**src/rtl/dcache_responder_if.sv**
```systemverilog
// dcache_responder_if: CPU load/store port and backing-memory port of the data cache.
interface dcache_responder_if #(
    parameter int DATA_WIDTH = 32,
    parameter int ADDR_WIDTH = 32
);
    logic                  req_i, we_i, byte_op_i, invalidate_i;
    logic [ADDR_WIDTH-1:0] addr_i;
    logic [DATA_WIDTH-1:0] wd_i, rd_o;
    logic                  stall_o;
    logic                  mem_req_o, mem_we_o, mem_byte_op_o, mem_ack_i;
    logic [ADDR_WIDTH-1:0] mem_addr_o;
    logic [DATA_WIDTH-1:0] mem_wd_o, mem_rd_i;
    logic [31:0]           hit_count_o, miss_count_o;
    modport slave (
        input  req_i, we_i, byte_op_i, addr_i, wd_i, invalidate_i, mem_ack_i, mem_rd_i,
        output rd_o, stall_o, mem_req_o, mem_we_o, mem_byte_op_o, mem_addr_o, mem_wd_o,
               hit_count_o, miss_count_o
    );
    modport master (
        output req_i, we_i, byte_op_i, addr_i, wd_i, invalidate_i, mem_ack_i, mem_rd_i,
        input  rd_o, stall_o, mem_req_o, mem_we_o, mem_byte_op_o, mem_addr_o, mem_wd_o,
               hit_count_o, miss_count_o
    );
endinterface

```
**src/rtl/dcache_responder.sv**
```systemverilog
// dcache_responder: direct-mapped write-through no-write-allocate data cache for the memory stage.
module dcache_responder #(
    parameter int DATA_WIDTH  = 32,
    parameter int ADDR_WIDTH  = 32,
    parameter int INDEX_WIDTH = 6
) (
    input logic               clk,
    input logic               rst_n_i,
    dcache_responder_if.slave bus
);
    localparam int LINES = 1 << INDEX_WIDTH;
    localparam int TAG_W = ADDR_WIDTH - INDEX_WIDTH - 2;
    typedef enum logic [1:0] {IDLE, REFILL, WRITE} state_t;
    state_t                 state_q, state_d;
    logic [LINES-1:0]       valid_q, valid_d;
    logic [TAG_W-1:0]       tag_q [LINES];
    logic [DATA_WIDTH-1:0]  data_q [LINES];
    logic [DATA_WIDTH-1:0]  rdata_q, rdata_d, line_d, word;
    logic                   pend_q, pend_d, retry_q, retry_d;
    logic [31:0]            hit_q, hit_d, miss_q, miss_d;
    logic [INDEX_WIDTH-1:0] idx;
    logic [TAG_W-1:0]       tag;
    logic [1:0]             off;
    logic                   hit, busy, idle_req, line_we;
    assign idx = bus.addr_i[INDEX_WIDTH+1:2];
    assign tag = bus.addr_i[ADDR_WIDTH-1:INDEX_WIDTH+2];
    assign off = bus.addr_i[1:0];
    assign hit = valid_q[idx] && tag_q[idx] == tag;
    assign busy = state_q != IDLE;
    assign idle_req = !busy && bus.req_i && rst_n_i;
    // The retried load is served from the captured refill word, so a refill
    // invalidated in flight still delivers its data exactly once.
    assign word = retry_q ? rdata_q : data_q[idx];
    assign line_we = busy && bus.mem_ack_i && (state_q == REFILL || hit);
    assign bus.hit_count_o = hit_q;
    assign bus.miss_count_o = miss_q;
    always_comb begin
        line_d = data_q[idx];
        line_d[{off, 3'b000} +: 8] = bus.wd_i[7:0];
        line_d = state_q == REFILL ? bus.mem_rd_i : bus.byte_op_i ? line_d : bus.wd_i;
    end
    always_comb begin
        state_d = state_q;
        valid_d = valid_q;
        rdata_d = rdata_q;
        pend_d = 1'b0;
        retry_d = 1'b0;
        hit_d = hit_q;
        miss_d = miss_q;
        bus.mem_req_o = busy;
        bus.mem_we_o = state_q == WRITE;
        bus.mem_byte_op_o = state_q == WRITE && bus.byte_op_i;
        bus.mem_addr_o = state_q == WRITE ? bus.addr_i : {bus.addr_i[ADDR_WIDTH-1:2], 2'b00};
        bus.mem_wd_o = state_q != WRITE ? '0 :
                       bus.byte_op_i ? {{(DATA_WIDTH-8){1'b0}}, bus.wd_i[7:0]} : bus.wd_i;
        bus.stall_o = busy || (idle_req && !retry_q && (bus.invalidate_i || bus.we_i || !hit));
        bus.rd_o = !(idle_req && !bus.we_i && (retry_q || hit)) ? '0 :
                   bus.byte_op_i ? {{(DATA_WIDTH-8){1'b0}}, word[{off, 3'b000} +: 8]} : word;
        if (busy) begin
            pend_d = pend_q | bus.invalidate_i;
            if (bus.mem_ack_i) begin
                state_d = IDLE;
                retry_d = 1'b1;
                pend_d = 1'b0;
                if (state_q == REFILL) begin
                    valid_d[idx] = 1'b1;
                    rdata_d = bus.mem_rd_i;
                end
                if (pend_q || bus.invalidate_i) valid_d = '0;
            end
        end else begin
            if (bus.invalidate_i) valid_d = '0;
            if (idle_req && !retry_q && !bus.invalidate_i) begin
                state_d = bus.we_i ? WRITE : hit ? IDLE : REFILL;
                hit_d = hit_q + 32'(!bus.we_i && hit);
                miss_d = miss_q + 32'(!bus.we_i && !hit);
            end
        end
    end
    always_ff @(posedge clk or negedge rst_n_i) begin
        if (!rst_n_i) begin
            state_q <= IDLE;
            valid_q <= '0;
            rdata_q <= '0;
            pend_q <= 1'b0;
            retry_q <= 1'b0;
            hit_q <= '0;
            miss_q <= '0;
        end else begin
            state_q <= state_d;
            valid_q <= valid_d;
            rdata_q <= rdata_d;
            pend_q <= pend_d;
            retry_q <= retry_d;
            hit_q <= hit_d;
            miss_q <= miss_d;
        end
    end
    always_ff @(posedge clk) begin
        if (line_we) begin
            tag_q[idx] <= tag;
            data_q[idx] <= line_d;
        end
    end
endmodule

```
**src/flat_wrapper.sv**
```systemverilog
// flat-port wrapper written by rule: the top's interface ports become plain ports
module dcache_responder_flat 
#(
    parameter int DATA_WIDTH  = 32,
    parameter int ADDR_WIDTH  = 32,
    parameter int INDEX_WIDTH = 6
)
  (clk, rst_n_i, bus_req_i, bus_we_i, bus_byte_op_i, bus_addr_i, bus_wd_i, bus_invalidate_i, bus_mem_ack_i, bus_mem_rd_i, bus_rd_o, bus_stall_o, bus_mem_req_o, bus_mem_we_o, bus_mem_byte_op_o, bus_mem_addr_o, bus_mem_wd_o, bus_hit_count_o, bus_miss_count_o);
  dcache_responder_if #(.DATA_WIDTH(DATA_WIDTH), .ADDR_WIDTH(ADDR_WIDTH)) bus_i ();
  input logic clk;
  input logic rst_n_i;
  input wire logic [$bits(bus_i.req_i)-1:0] bus_req_i;
  input wire logic [$bits(bus_i.we_i)-1:0] bus_we_i;
  input wire logic [$bits(bus_i.byte_op_i)-1:0] bus_byte_op_i;
  input wire logic [$bits(bus_i.addr_i)-1:0] bus_addr_i;
  input wire logic [$bits(bus_i.wd_i)-1:0] bus_wd_i;
  input wire logic [$bits(bus_i.invalidate_i)-1:0] bus_invalidate_i;
  input wire logic [$bits(bus_i.mem_ack_i)-1:0] bus_mem_ack_i;
  input wire logic [$bits(bus_i.mem_rd_i)-1:0] bus_mem_rd_i;
  output wire logic [$bits(bus_i.rd_o)-1:0] bus_rd_o;
  output wire logic [$bits(bus_i.stall_o)-1:0] bus_stall_o;
  output wire logic [$bits(bus_i.mem_req_o)-1:0] bus_mem_req_o;
  output wire logic [$bits(bus_i.mem_we_o)-1:0] bus_mem_we_o;
  output wire logic [$bits(bus_i.mem_byte_op_o)-1:0] bus_mem_byte_op_o;
  output wire logic [$bits(bus_i.mem_addr_o)-1:0] bus_mem_addr_o;
  output wire logic [$bits(bus_i.mem_wd_o)-1:0] bus_mem_wd_o;
  output wire logic [$bits(bus_i.hit_count_o)-1:0] bus_hit_count_o;
  output wire logic [$bits(bus_i.miss_count_o)-1:0] bus_miss_count_o;
  assign bus_i.req_i = bus_req_i;
  assign bus_i.we_i = bus_we_i;
  assign bus_i.byte_op_i = bus_byte_op_i;
  assign bus_i.addr_i = bus_addr_i;
  assign bus_i.wd_i = bus_wd_i;
  assign bus_i.invalidate_i = bus_invalidate_i;
  assign bus_i.mem_ack_i = bus_mem_ack_i;
  assign bus_i.mem_rd_i = bus_mem_rd_i;
  assign bus_rd_o = bus_i.rd_o;
  assign bus_stall_o = bus_i.stall_o;
  assign bus_mem_req_o = bus_i.mem_req_o;
  assign bus_mem_we_o = bus_i.mem_we_o;
  assign bus_mem_byte_op_o = bus_i.mem_byte_op_o;
  assign bus_mem_addr_o = bus_i.mem_addr_o;
  assign bus_mem_wd_o = bus_i.mem_wd_o;
  assign bus_hit_count_o = bus_i.hit_count_o;
  assign bus_miss_count_o = bus_i.miss_count_o;
  dcache_responder #(.DATA_WIDTH(DATA_WIDTH), .ADDR_WIDTH(ADDR_WIDTH), .INDEX_WIDTH(INDEX_WIDTH)) u_core (.clk(clk), .rst_n_i(rst_n_i), .bus(bus_i));
endmodule
```
**config.mk**
```make
export PLATFORM = sky130hd
export DESIGN_NAME = dcache_responder_flat
export DESIGN_NICKNAME = d
export VERILOG_FILES = /design/src/rtl/dcache_responder_if.sv /design/src/rtl/dcache_responder.sv /design/src/flat_wrapper.sv
export SDC_FILE = /design/constraint.sdc
export NUM_CORES = 2
export LEC_CHECK = 0
export ABC_AREA = 1
export CAP_MARGIN = 5
export CORE_UTILIZATION = 40
export DETAILED_ROUTE_END_ITERATION = 10
export PLACE_DENSITY = 0.64
export RECOVER_POWER = 100
export SLEW_MARGIN = 40
export SYNTH_ARGS = -nofsm -noshare
export SYNTH_HDL_FRONTEND = slang
export SYNTH_SLANG_ARGS = --single-unit
```
**constraint.sdc**
```tcl
create_clock -name clk -period 6.1 [get_ports clk]
set_input_delay 0.915 -clock clk [delete_from_list [all_inputs] [get_ports clk]]
set_output_delay 0.915 -clock clk [all_outputs]
set_load 0.005 [all_outputs]
```
* Word-level counts from Yosys, hierarchy flattened *
Memories as Yosys holds them, arrays and structs flattened.
Cells that the tools add are included.
Widths: inputs -> output; s select.

storage, ports and cells
  bits in registers = 164
  RAM bits = 3584
  word-level logic and storage cells = 87
  memories kept = 2

operators by class
  add/subtract/negate cells = 3
  $lt $le $gt $ge = 2
  equality and inequality tests = 6
  shift-type cells = 3
  muxes and demuxes = 29
  bitwise operators = 3
  reduce and logical (&&, ||, !) cells = 32

memory list
  name           depth  bits a word  rd ports  clocked after Yosys merged registers in  write ports  RTL line                RTL
  u_core.data_q  64     32           1         0                                        1            dcache_responder.sv:17  logic [DATA_WIDTH-1:0] data_q [LINES];
  u_core.tag_q   64     24           1         0                                        1            dcache_responder.sv:16  logic [TAG_W-1:0] tag_q [LINES];

operator list
  kind                    number
  $mux 64                 5
  $mux 32                 7
  $add 32x1->32           2
  $or 64x64->64           1
  $bwmux 32               1
  $shift 8x7->32 const A  1
  $shiftx 32x6->8         1
  $shiftx 8x7->32         1
  $eq 24x24->1            1
  $logic_and 1x1->1       14
  $mux 2                  5
  $mux 1                  9
  $lt 6x7->1 const B      1
  $neg 5->7               1
  $bmux 1 s6              1
  $demux 1 s6             1
  $ge 6x1->1 const B      1
  $logic_or 1x1->1        6
  $reduce_and 3->1        2
  $reduce_bool 2->1       3
  $logic_not 1->1         5
  $ne 2x2->1 const B      2
  $reduce_and 2->1        2
  $ne 3x3->1 const B      1
  other kinds (4)         4

* Longest topological paths before layout *
  depth in word-level cells = 9
  mapped depth = 37
  mapped depth without buffers = 34

* Worst setup path before layout *
Ideal clock, no wire load.

  path kind = input-to-reg
  start point = input port bus_addr_i[4]
  end point = memory u_core.data_q[0][0], enable pin
  setup time = 0.471 ns
  arrival time = 5.273 ns
  required time = 5.629 ns
  setup slack = 0.357 ns
  stages on the path = 19
  path buffers = 4
  cell sequence = buf_4 nand2_1 buf_2 buf_2 nor2_1 o21ai_0 nand3_1 o21ai_0 nand2_1 nor2_1 nand2_1 nand2_1 nand2_1 nor2_1 nand3_1 o21bai_2 nand2_4 buf_6 nor2_1

on the way
  longest elaborated chain between the ends = 7
  elaborated cells between the ends (all ways) = 9
  those cells by class = 1 x eq/ne; 4 x mux; 3 x reduce/logical; 1 x memory

RTL lines
  what                                         RTL line                 RTL
  from (decl)                                  flat_wrapper.sv:15       input wire logic [$bits(bus_i.addr_i)-1:0] bus_addr_i;
  $mem_v2 64x24 or $bmux 1 s6 (tied branches)  --
  $eq 24x24->1 or $mux 1 (tied branches)       dcache_responder.sv:28   assign hit = valid_q[idx] && tag_q[idx] == tag;
  $logic_and 1x1->1                            dcache_responder.sv:28
  $logic_or 1x1->1                             dcache_responder.sv:34   assign line_we = busy && bus.mem_ack_i && (state_q == REFILL || hit);
  $logic_and 1x1->1                            dcache_responder.sv:34
  $mux 1                                       dcache_responder.sv:100  if (line_we) begin
  $mux 1 (implied by the code)                 dcache_responder.sv:102  data_q[idx] <= line_d;
  to (decl)                                    dcache_responder.sv:17

Parallel ways exist; a longest one is shown, timed or not. The select of a mux whose other input is x is not followed.

* Worst setup path after layout *
  start point = input port bus_addr_i[6]
  end point = memory u_core.tag_q[3][16] in the netlist's numbering, enable pin

on the way
  longest elaborated chain between the ends = 7
  elaborated cells between the ends (all ways) = 9
  those cells by class = 1 x eq/ne; 4 x mux; 3 x reduce/logical; 1 x memory

RTL lines
  what                                         RTL line                 RTL
  $mem_v2 64x24 or $bmux 1 s6 (tied branches)  --
  $eq 24x24->1 or $mux 1 (tied branches)       dcache_responder.sv:28
  $logic_and 1x1->1                            dcache_responder.sv:28
  $logic_or 1x1->1                             dcache_responder.sv:34
  $logic_and 1x1->1                            dcache_responder.sv:34
  $mux 1                                       dcache_responder.sv:100
  $mux 1 (implied by the code)                 dcache_responder.sv:101  tag_q[idx] <= tag;
  to (decl)                                    dcache_responder.sv:16

Parallel ways exist; a longest one is shown, timed or not. The select of a mux whose other input is x is not followed.

==> parameters.txt <==
Parameter                              Value

STA
  Worst slack on hold paths ... 0.358 ns
  Setup repair after global routing missed its margin ... no
  Slack of the critical path ... -0.0121 ns
  Worst Tran Pin Value ... 3.85 ns
  Final setup violation count ... 7
  Achievable Freq ... between 0.15 and 0.2 GHz
  Number of failing hold endpoints at the final stage ... 0
  Max-slew headroom ... -1.57
  Period utilization ... 1.00
  Setup clock skew after layout ... 0.0529 ns
  Slew Limit Fails ... roughly 2700
  Clock period minus final worst setup slack ... 6.11 ns

Status
  Status ... finished, violations left
  Failing checks ... max-capacitance violations, max-slew violations, negative setup slack

Cells and area
  Fraction of final layout cells with drive strength greater than 1 ... 0.100
  Core occupancy in the finished layout ... 0.470
  Final nets ... roughly 13000
  Number of standard cells in the final layout excluding fillers ... 18600
  Final design instance area without fill ... 176000 um^2
  Number of fill cells ... 32800
  Area Overhead vs Synth ... 16.7%

Global routing
  Largest net degree at the start of global routing ... 92
  First-pass GRT wire length ... 701 mm
  Number of antenna violations at the first check in global routing ... 19
  Overall routing resource usage ... 0.256
  Overflow after GRT ... 0
  Number of global-route vias before repair ... 95400

Die
  Number of primary I/O pins ... 267
  Cell row count ... 224
  Chip height ... 616 um
  DIE WIDTH ... 616 um
  Core outline area ... roughly 370000 um^2
  DIE AREA ... 379000 um^2
  Initial core utilization ... 0.403

Synth
  Area share of the largest cell type after synthesis ... 0.715
  Top cells by instance count after synthesis ... 3884 x sky130_fd_sc_hd__nand2_1, 3584 x sky130_fd_sc_hd__edfxtp_1, 1009 x sky130_fd_sc_hd__inv_1
  Total number of yosys warnings ... 0
  Distinct cell type count after synthesis ... 48
  Post-synthesis instance area ... 151000 um^2
  Number of flops mapped to enable cells by yosys ... between 3000 and 4000
  Gate count of the mapped netlist ... 12500
  Post-synthesis cell type with the largest combined area ... sky130_fd_sc_hd__edfxtp_1
  Syn_nets ... roughly 13000
  Synthesis-stage register bit count ... between 3000 and 4000
  Biggest area contributors in the synthesized netlist ... sky130_fd_sc_hd__edfxtp_1 71%, sky130_fd_sc_hd__nand2_1 9.7%, sky130_fd_sc_hd__dfrtp_1 2.7%
  Top-count cell post-synth ... sky130_fd_sc_hd__nand2_1
  Sequential cell area fraction in the yosys report ... 0.742
  Avg Synthesized Cell Area ... 12.0 um^2
  Flip-flop cell with the highest count after synthesis ... sky130_fd_sc_hd__edfxtp_1
  Share of flip-flops with an asynchronous set or reset ... 0.0438

Place
  DP HPWL ... between 300 and 400 mm
  Area of placed instances ... 168000 um^2
  Placed cell count ... 17900
  Port Buffers ... 266
  Worst setup slack before clock tree synthesis ... -0.340 ns
  RePlAce Congestion ... 0.911

Setup path
  Type of destination of the critical path ... flip-flop
  Cells on worst reg2reg path ... 19
  Setup CP Type ... input port to flip-flop
  Critical R2R Launch ... u_core.tag_q[61][12]
  Worst path arrival time ... 6.72 ns
  Crit path launch ... bus_addr_i[6]
  Reg-to-reg setup timing slack ... 0.55 ns
  Reg2Reg Capture Point ... u_core.tag_q[3][16]
  Worst Path Required ... 6.70 ns
  Largest driver fanout on the critical path ... 12
  Destination of the critical timing path ... u_core.tag_q[3][16]
  Critical Path Source Type ... input port

Power
  Power density relative to cell area ... approximately 330 nW/um^2
  Lkg Pwr ... 66.2 nW
  Max IR drop VDD ... around 0.27 mV

Clocking
  Number of sinks handled by clock tree synthesis ... 3748
  Number of H-tree levels ... 5
  Clock edge transition at the registers on the reported setup and hold paths ... 0.06 ns
  Clock latency on the worst-skew pair ... 0.96 ns
  Clock tree from TritonCTS ... done
  Root Buffer Master ... sky130_fd_sc_hd__clkbuf_16
  Num CTS Buffers ... roughly 370
  Worst-case clock buffer depth ... 4

Routing
  Starting DRC count in detailed routing ... between 10000 and 15000
  DR vias ... around 100k
  WL/cell ... 26.8 um
  Post-detailed-routing wire length ... between 400 and 500 mm
  DR vias/cell ... roughly 5.5
  Routed Antenna Nets ... 0
  Detailed-routing iteration count for the pre-antenna-repair pass ... 6
  Remaining routing DRC violations ... 0

Hold path
  Type of the tightest min-delay check ... input port to flip-flop

Job
  Number of maximum-capacitance constraint violations ... 61
[stage by stage]
stage          total power (W)  TNS, ns
2_1_floorplan           0.0336        0
3_3_place_gp            0.0364    -3.35
3_5_place_dp            0.0365    -2.86
4_1_cts                 0.0590        0
5_1_grt                 0.0603        0
6_report                0.0589  -0.0557
[per-layer routing]
metal,wire length [um],GRT usage
met5,13,0
met4,25600,0.108
met3,55100,0.0434
met2,225000,0.402
met1,193000,0.352
[critical path, cell delays in order]
cell and delay (ns):
sky130_fd_sc_hd__clkdlybuf4s50_1 0.46, sky130_fd_sc_hd__buf_4 0.17, sky130_fd_sc_hd__inv_1 0.13, sky130_fd_sc_hd__nor3_2 0.20, sky130_fd_sc_hd__buf_4 0.37, sky130_fd_sc_hd__o21ai_0 0.19
sky130_fd_sc_hd__nand2_1 0.14, sky130_fd_sc_hd__nor2_1 0.09, sky130_fd_sc_hd__nand3_1 0.16, sky130_fd_sc_hd__buf_4 0.16, sky130_fd_sc_hd__nand2_1 0.08, sky130_fd_sc_hd__inv_1 0.07
sky130_fd_sc_hd__nand2_1 0.05, sky130_fd_sc_hd__nor2_1 0.11, sky130_fd_sc_hd__nand3_2 0.28, sky130_fd_sc_hd__buf_12 0.25, sky130_fd_sc_hd__o21bai_2 0.14, sky130_fd_sc_hd__nand2_2 0.26
sky130_fd_sc_hd__clkbuf_1 0.37, sky130_fd_sc_hd__nor2_1 1.57, sky130_fd_sc_hd__clkbuf_2 0.52
[worst min path at each step]
stage | startpoint | end | slack (ns) | cells past startpoint
after floorplan | u_core.rdata_q[0] | u_core.rdata_q[0] | 0.45 | 2
after global placement | u_core.bus.miss_count_o[31] | u_core.bus.miss_count_o[31] | 0.46 | 1
after detailed placement | u_core.bus.hit_count_o[31] | u_core.bus.hit_count_o[31] | 0.47 | 1
after CTS | bus_addr_i[26] | u_core.tag_q[43][18] | 0.21 | 1
after global routing | bus_addr_i[26] | u_core.tag_q[43][18] | 0.35 | 1
final | bus_addr_i[26] | u_core.tag_q[43][18] | 0.36 | 1
[sequential cells by signal (all words and copies together), names as in the netlist]
name                     flops
u_core.data_q             2048
u_core.retry_q               1
u_core.state_q               2
u_core.bus.miss_count_o     32
u_core.valid_q              64
u_core.bus.hit_count_o      32
u_core.pend_q                1
u_core.rdata_q              32
u_core.tag_q              1536
[logic make-up (layout without fill, tap and decap cells)]
logic type / Yosys count / after routing / synth area share
adders and majority gates: 9 / 9 / 0.000748
DFF: 3748 / 3748 / 0.742
other: 0 / 12 / 0
buffers and inverters: 1649 / 2773 / 0.0453
muxes: 23 / 23 / 0.00172
xor gates and xnor gates: 56 / 56 / 0.00326
AOI/OAI and AO/OA: 1150 / 1150 / 0.0473
and+or+nand+nor: 5900 / 5900 / 0.160
[final cells by class]
| type | instances | area, um^2 | share of cell area |
|---|---|---|---|
| Sequential cell | 3748 | 112000 | 0.636 |
| Multi-Input combinational cell | 7138 | 32600 | 0.186 |
| Clock buffer | 441 | 9760 | 0.0555 |
| Timing Repair Buffer | 1073 | 9270 | 0.0527 |
| Tap cell | 4972 | 6220 | 0.0354 |
| Inverter | 1019 | 3850 | 0.0219 |
| Clock inverter | 240 | 2270 | 0.0129 |
| Antenna cell | 12 | 30.0 | 0.000171 |
[report_power, final]
group / internal, W / total [W] / switching [W]
clock: 0.0131 / 0.0230 / 0.00989
combinational: 0.00122 / 0.00552 / 0.00430
sequential: 0.0302 / 0.0304 / 0.000107
total: 0.0446 / 0.0589 / 0.0143
[repair_timing]
item                                    4_1_cts  5_1_grt
cloned                                        0        1
endpoints found under the hold margin        33        0
hold buffers                                  1        0
resized for setup                             1        3
setup buffers                                 0        3
pin swaps                                     0        1
endpoints found under the setup margin        7        6
[placed cells by master, fill, tap and decap left out, types with 36 or more instances in the layout]
cell / synthesis / final
sky130_fd_sc_hd__or2_0: 44 / 44
sky130_fd_sc_hd__clkinv_2: 0 / 70
sky130_fd_sc_hd__or2_2: 101 / 101
sky130_fd_sc_hd__edfxtp_1: 3584 / 3584
sky130_fd_sc_hd__buf_12: 0 / 136
sky130_fd_sc_hd__clkdlybuf4s50_1: 0 / 100
sky130_fd_sc_hd__clkbuf_4: 0 / 56
sky130_fd_sc_hd__o21ai_1: 115 / 114
sky130_fd_sc_hd__clkbuf_1: 244 / 249
sky130_fd_sc_hd__nand2_1: 3884 / 3882
sky130_fd_sc_hd__clkbuf_16: 0 / 382
sky130_fd_sc_hd__o211ai_1: 69 / 69
sky130_fd_sc_hd__a22oi_1: 292 / 289
sky130_fd_sc_hd__dfrtp_1: 164 / 164
sky130_fd_sc_hd__inv_1: 1009 / 1005
sky130_fd_sc_hd__xor2_1: 36 / 36
sky130_fd_sc_hd__nand4_1: 263 / 263
sky130_fd_sc_hd__clkinv_1: 4 / 101
sky130_fd_sc_hd__buf_4: 53 / 252
sky130_fd_sc_hd__a22o_1: 38 / 38
sky130_fd_sc_hd__a21oi_1: 136 / 135
sky130_fd_sc_hd__o21ai_0: 392 / 393
sky130_fd_sc_hd__dlygate4sd3_1: 0 / 139
sky130_fd_sc_hd__bufinv_16: 0 / 40
sky130_fd_sc_hd__nor2_1: 966 / 943
sky130_fd_sc_hd__nand3_1: 546 / 545
sky130_fd_sc_hd__clkbuf_2: 1 / 172
sky130_fd_sc_hd__a221oi_1: 51 / 51
Power figures use the tool's default switching activity.
